`config.mk`:
```
export PLATFORM = sky130hd
export DESIGN_NAME = unscrambler
export DESIGN_NICKNAME = d
export VERILOG_FILES = /design/src/rtl/unscrambler.sv
export SDC_FILE = /design/constraint.sdc
export NUM_CORES = 1
export LEC_CHECK = 0
export ABC_AREA = 1
export ABC_CLOCK_PERIOD_IN_PS = 1620
export CAP_MARGIN = 0
export CORE_ASPECT_RATIO = 0.7
export CORE_MARGIN = 2
export CORE_UTILIZATION = 46
export CTS_CLUSTER_SIZE = 8
export DETAILED_ROUTE_END_ITERATION = 6
export PLACE_DENSITY_LB_ADDON = 0.08
export SLEW_MARGIN = 25
export SYNTH_ARGS = -nofsm -noshare
export SYNTH_HDL_FRONTEND = slang
export SYNTH_SLANG_ARGS = --single-unit
```
`constraint.sdc`:
```
create_clock -name clk -period 1.62 [get_ports clk]
set_input_delay 0.324 -clock clk [delete_from_list [all_inputs] [get_ports clk]]
set_output_delay 0.324 -clock clk [all_outputs]
set_load 0.05 [all_outputs]
```
`src/rtl/unscrambler.sv`:
```
// unscrambler: player-side inverse of the scrambler.
// Latches the scrambled permutation on load. Player swap commands then
// exchange slot contents until identity order is restored (SOLVED) or the
// mode-selected move budget runs out (FAIL).
module unscrambler #(
  parameter int BUDGET0 = 4,
  parameter int BUDGET1 = 6,
  parameter int BUDGET2 = 8,
  parameter int BUDGET3 = 12
) (
  input  logic       clk,
  input  logic       rst,
  input  logic       load,
  input  logic [2:0] idx1,
  input  logic [2:0] idx2,
  input  logic [2:0] idx3,
  input  logic [2:0] idx4,
  input  logic [2:0] idx5,
  input  logic [2:0] idx6,
  input  logic [1:0] mode,
  input  logic       change,
  input  logic [2:0] PI1,
  input  logic [2:0] PI2,
  output logic [2:0] pos1,
  output logic [2:0] pos2,
  output logic [2:0] pos3,
  output logic [2:0] pos4,
  output logic [2:0] pos5,
  output logic [2:0] pos6,
  output logic [3:0] moves,
  output logic       busy,
  output logic       solved,
  output logic       fail
);

  typedef enum logic [2:0] {
    S_IDLE,
    S_PLAY,
    S_CHECK,
    S_SOLVED,
    S_FAIL
  } state_t;

  state_t     state;
  logic [2:0] pos [6];
  logic [2:0] idx [6];
  logic [3:0] budget;
  logic [3:0] budget_sel;
  logic       change_q;
  logic       swap_req;
  logic       swap_ok;
  logic [2:0] pos_a;
  logic [2:0] pos_b;
  logic [5:0] ident;
  logic       is_identity;

  assign idx[0] = idx1;
  assign idx[1] = idx2;
  assign idx[2] = idx3;
  assign idx[3] = idx4;
  assign idx[4] = idx5;
  assign idx[5] = idx6;

  assign pos1 = pos[0];
  assign pos2 = pos[1];
  assign pos3 = pos[2];
  assign pos4 = pos[3];
  assign pos5 = pos[4];
  assign pos6 = pos[5];

  // A swap is requested only on the rising edge of the player button
  assign swap_req = change & ~change_q;

  // Both slot numbers must be valid and distinct for a swap to count
  assign swap_ok = (PI1 <= 3'd5) && (PI2 <= 3'd5) && (PI1 != PI2);

  // Slot k is in place when it holds letter k
  for (genvar gi = 0; gi < 6; gi++) begin : g_ident
    assign ident[gi] = (pos[gi] == 3'(gi));
  end
  assign is_identity = &ident;

  // Contents of the two addressed slots; zero when the slot number is invalid
  always_comb begin
    pos_a = '0;
    pos_b = '0;
    for (int k = 0; k < 6; k++) begin
      if (PI1 == 3'(k)) pos_a = pos[k];
      if (PI2 == 3'(k)) pos_b = pos[k];
    end
  end

  // Budget lookup for the difficulty presented with load
  always_comb begin
    case (mode)
      2'b00:   budget_sel = 4'(BUDGET0);
      2'b01:   budget_sel = 4'(BUDGET1);
      2'b10:   budget_sel = 4'(BUDGET2);
      default: budget_sel = 4'(BUDGET3);
    endcase
  end

  // Delayed copy of the button for edge detection
  always_ff @(posedge clk or posedge rst) begin
    if (rst) change_q <= 1'b0;
    else     change_q <= change;
  end

  // Game FSM: latches the permutation, applies swaps, judges the result;
  // status outputs are registered alongside the state
  always_ff @(posedge clk or posedge rst) begin
    if (rst) begin
      state  <= S_IDLE;
      for (int k = 0; k < 6; k++) pos[k] <= 3'(k);
      moves  <= '0;
      budget <= 4'(BUDGET0);
      busy   <= 1'b0;
      solved <= 1'b0;
      fail   <= 1'b0;
    end else if (load) begin
      // load wins over any simultaneous swap and works from every state
      for (int k = 0; k < 6; k++) pos[k] <= idx[k];
      budget <= budget_sel;
      moves  <= '0;
      state  <= S_CHECK;
      busy   <= 1'b1;
      solved <= 1'b0;
      fail   <= 1'b0;
    end else begin
      case (state)
        S_PLAY: begin
          if (swap_req && swap_ok) begin
            for (int k = 0; k < 6; k++) begin
              if (PI1 == 3'(k))      pos[k] <= pos_b;
              else if (PI2 == 3'(k)) pos[k] <= pos_a;
            end
            if (moves != 4'd15) moves <= moves + 4'd1;
            state <= S_CHECK;
          end
        end
        S_CHECK: begin
          // one-cycle judgement; button edges here are dropped
          if (is_identity) begin
            state  <= S_SOLVED;
            busy   <= 1'b0;
            solved <= 1'b1;
          end else if (moves >= budget) begin
            state <= S_FAIL;
            busy  <= 1'b0;
            fail  <= 1'b1;
          end else begin
            state <= S_PLAY;
          end
        end
        default: begin
          // IDLE, SOLVED and FAIL hold everything until the next load
          state <= state;
        end
      endcase
    end
  end

endmodule

```
==> results.md <==
Floorplanning:
- The total area inside the core boundary comes to 5260 um^2.
- The die extent in x is 92.6 um.
- The number of cell rows is 22.
- The total die area is 6120 um^2.
- The effective utilization at floorplan is 48.1%.
- 55 I/O pins were placed.
- The height of the die is 66.0 um.

Logic synthesis:
- The Yosys warning count is 0.
- Synthesis produced 383 cells.
- The synthesized area per cell is 6.60 um^2.
- Ranked by total cell area, the synthesized netlist is headed by sky130_fd_sc_hd__dfrtp_1 (24%), sky130_fd_sc_hd__nand2_1 (20%), sky130_fd_sc_hd__dfstp_2 (8.3%).
- The most common cell in the netlist is sky130_fd_sc_hd__nand2_1.
- Ranked by instance count, the synthesized netlist is headed by sky130_fd_sc_hd__nand2_1 (134), sky130_fd_sc_hd__nor2_1 (47), sky130_fd_sc_hd__nand3_1 (32), sky130_fd_sc_hd__inv_1 (27), sky130_fd_sc_hd__dfrtp_1 (24).
- In this run, synthesis inferred 0 flip-flops with an integrated enable.
- The async set or reset register ratio after synthesis is 100%.
- The net count after synthesis is 417.
- The synthesized netlist occupies a cell area of 2530 um^2.
- The cell type with the highest aggregate area in the netlist is sky130_fd_sc_hd__dfrtp_1.
- The area fraction of the dominant cell type after synthesis is 23.8%.
- The flip-flop cell with the highest count after synthesis is sky130_fd_sc_hd__dfrtp_1.
- Counting distinct cell types in the post-synthesis netlist gives 37.
- The total of flip-flops plus latches after synthesis is 32.
- Of the synthesized area, sequential elements account for 32.1%.

Layout:
- The antenna diode count is 0.
- The utilization of the core after routing is 74.9%.
- Excluding fillers, the count of instances in the completed layout stands at 564.
- The fraction of final layout cells sized beyond drive strength 1 is 31.3%.
- Compared with the post-synthesis result, the final layout area differs by 55.8%.
- The final layout contains 525 nets.

Critical path:
- Measured in cells, the most critical reg-to-reg path has a length of 9.
- The critical path is of the reg2reg type.
- The startpoint identified for the worst register-to-register timing path is budget[2]$_DFFE_PP1P_.
- The peak fanout along the critical path is 2.
- The type of origin of the critical path is a register.
- STA classifies the critical path endpoint as a register.
- The data required time of the critical path is 1800 ps.
- The worst setup slack for register-to-register paths is -3 ps.
- The endpoint of the worst-slack reg-to-reg timing path is state[0]$_DFFE_PP0P_.
- For the worst setup path, the data arrival time is 1810 ps.

Power and ir drop:
- The internal power of the cells totals 2.11 mW.
- Of the total power, combinational logic draws 51.6%.
- Of the total power, the share spent switching nets is 43.4%.
- The net switching power is 1.62 mW.
- The worst-case IR drop observed on VDD is 0.538 mV.
- The clock network accounts for 16.9% of the total power.
- The power density over cell area is 948 nW/um^2.
- Of the total power, registers draw 31.5%.
- The reported leakage power is 1.90 nW.

Timing:
- The total of endpoints with negative setup slack in the final report is 1.
- The measured slew at the worst slew-check pin is 338 ps.
- Setup repair after global routing could not meet its margin everywhere.
- The number of endpoints with negative hold slack in the final report is 0.
- The maximum frequency from static timing analysis is 616 MHz.
- The final count of pins violating max slew was 0.
- The part of the cycle the worst path needs is 100%.
- The final worst-path setup slack is -3.44 ps.
- The worst max-slew margin expressed relative to the limit is 77.5%.
- After layout, the minimum clock period comes to 1620 ps.
- The minimum hold slack is 371 ps.
- Summed over all failing endpoints, the final setup total negative slack is -3.44 ps.
- The clock arrives with 7.91 ps of skew.

Global routing:
- The initial antenna violation count is 0.
- The largest net degree at the start of global routing is 33.
- The first global-routing pass estimated 14400 um of wire.
- Summed over all layers, the global routing overflow is 0.
- The number of global-route vias before repair came to 2822.
- Global routing consumed, over all layers together, 30.9% of the routing resources.

Drt:
- The first detailed-routing pass ran for 5 iterations.
- The first routing iteration left 430 violations.
- Summed over all layers, the routed wires come to 8990 um.
- For this run, design rule violations remaining after detail routing come to 0.
- The count of nets left with antenna violations after detail routing is 0.
- The detailed router placed 3104 vias in this run.
- Dividing the detail-routed via count by the number of cells gives 5.50.
- The detail-routed net length per standard cell is 15.9 um.

Clock network:
- For this design, the sink count on the clock tree is 32.
- The number of buffers inserted during clock tree synthesis is 5.
- Counting along the longest clock path gives a buffer depth of 2.
- The later pin in the worst-skew pair is clocked with a latency of 290 ps.
- Clock tree synthesis selected as its root buffer the cell sky130_fd_sc_hd__clkbuf_8.
- CTS built an H-tree with a depth of 2.
- The clock input transition at the sequential cells of the worst setup and hold paths is 80 ps.
- Hold repair after CTS inserted 0 buffers.
- TritonCTS built the clock tree.

Outcome:
- The flow ran to the end, but the final reports show violations.
- The checks that failed: negative setup slack.

Place:
- The placement-stage worst setup slack is -526 ps.
- The count of placed standard cells including taps is 553.
- The final estimated routing congestion in global placement is 0.995.
- The number of port buffers is 54.
- The HPWL after detailed placement is 6850 um.

Worst hold path:
- The class of the worst hold path is in2async.

Flow run:
- The max-cap violation count is 0.
==> worst max-delay path, stage by stage, from the launching register on <==
cell and delay (ps):
sky130_fd_sc_hd__dfstp_2 530, sky130_fd_sc_hd__inv_2 50, sky130_fd_sc_hd__ha_4 250, sky130_fd_sc_hd__nand2_2 50, sky130_fd_sc_hd__or2_4 220, sky130_fd_sc_hd__and3_4 180, sky130_fd_sc_hd__inv_2 60, sky130_fd_sc_hd__nand2_1 50
sky130_fd_sc_hd__nand2_1 70, sky130_fd_sc_hd__nand2_1 50
==> per-stage QoR <==
stage	cell area [um^2]	power, mW
6_report	3940	3.73
5_1_grt	3940	3.90
4_1_cts	3920	3.69
3_5_place_dp	3740	3.02
3_3_place_gp	3740	2.99
2_1_floorplan	2540	2.08
==> power by group through the flow <==
stage | Clock (mW) | Combinational (mW) | Sequential (mW)
floorplan | 0 | 0.568 | 1.51
global placement | 0 | 1.81 | 1.18
detailed placement | 0 | 1.84 | 1.18
CTS | 0.632 | 1.89 | 1.17
global route | 0.655 | 2.05 | 1.19
finish | 0.631 | 1.93 | 1.18
==> logic make-up (layout without fill, tap and decap cells) <==
family | count (synthesis) | in the layout | synth area share [%]
DFF | 32 | 32 | 32.1
adders and majority gates | 4 | 4 | 1.98
xor gates and xnor gates | 1 | 1 | 0.346
buffers and inverters | 45 | 154 | 8.02
and+or+nand+nor | 269 | 269 | 50.4
AOI/OAI and AO/OA | 32 | 32 | 7.17
==> layout by cell type, fill, tap and decap left out, types with 3 or more instances in the layout <==
master / n
sky130_fd_sc_hd__o21ai_1: 5
sky130_fd_sc_hd__dfstp_2: 8
sky130_fd_sc_hd__buf_4: 59
sky130_fd_sc_hd__dfrtp_2: 3
sky130_fd_sc_hd__nor2_4: 5
sky130_fd_sc_hd__dfrtp_1: 21
sky130_fd_sc_hd__nor2_2: 3
sky130_fd_sc_hd__nand2_1: 130
sky130_fd_sc_hd__inv_1: 24
sky130_fd_sc_hd__o21ai_0: 9
sky130_fd_sc_hd__o21ai_2: 3
sky130_fd_sc_hd__nor3_1: 5
sky130_fd_sc_hd__clkdlybuf4s50_1: 22
sky130_fd_sc_hd__dlygate4sd2_1: 6
sky130_fd_sc_hd__nand2_2: 14
sky130_fd_sc_hd__inv_2: 8
sky130_fd_sc_hd__nand3_1: 29
sky130_fd_sc_hd__nor3_4: 3
sky130_fd_sc_hd__a21oi_1: 10
sky130_fd_sc_hd__nand3_2: 4
sky130_fd_sc_hd__o211ai_1: 3
sky130_fd_sc_hd__clkbuf_8: 5
sky130_fd_sc_hd__nand4_1: 15
sky130_fd_sc_hd__buf_12: 23
sky130_fd_sc_hd__nor2_1: 46
==> cell type report <==
| type | count | area, um^2 |
|---|---|---|
| Multi-Input combinational cell | 306 | 1620 |
| Fill cell | 402 | 1320 |
| Timing Repair Buffer | 112 | 1200 |
| Sequential cell | 32 | 815 |
| Inverter | 34 | 133 |
| Tap cell | 72 | 90.1 |
| Clock buffer | 7 | 76.3 |
| Clock inverter | 1 | 5.00 |
==> sequential cells by signal, indices dropped and copies added, names as in the netlist <==
register and count:
pos5 3, pos4 3, busy 1, state 3, fail 1, pos6 3, moves 4, pos1 3
pos2 3, solved 1, change_q 1, pos3 3, budget 3
==> metal layers <==
metal	vias up	routed length, um	GRT usage (%)
met2	183	3930	48.5
li1	1459	-	-
met5	-	0	0
met3	16	939	6.73
met4	0	137	6.99
met1	1446	3980	44.0
==> worst max-delay path by stage <==
| stage | end | startpoint |
|---|---|---|
| after floorplan | state[0]$_DFFE_PP0P_ | moves[2]$_DFFE_PP0P_ |
| after global placement | pos3[1]$_DFFE_PP1P_ | PI2[2] |
| after detailed placement | pos3[1]$_DFFE_PP1P_ | PI2[2] |
| after CTS | state[0]$_DFFE_PP0P_ | budget[2]$_DFFE_PP1P_ |
| after global routing | state[0]$_DFFE_PP0P_ | budget[2]$_DFFE_PP1P_ |
| final | state[0]$_DFFE_PP0P_ | budget[2]$_DFFE_PP1P_ |
==> timing repair <==
action | CTS | global route
endpoints found under the hold margin | 0 | 0
resized for setup | 24 | 7
endpoints found under the setup margin | 26 | 10
setup buffers | 3 | 0
pin swaps | 5 | 1
No activity file was read; power rests on OpenSTA's default activity.
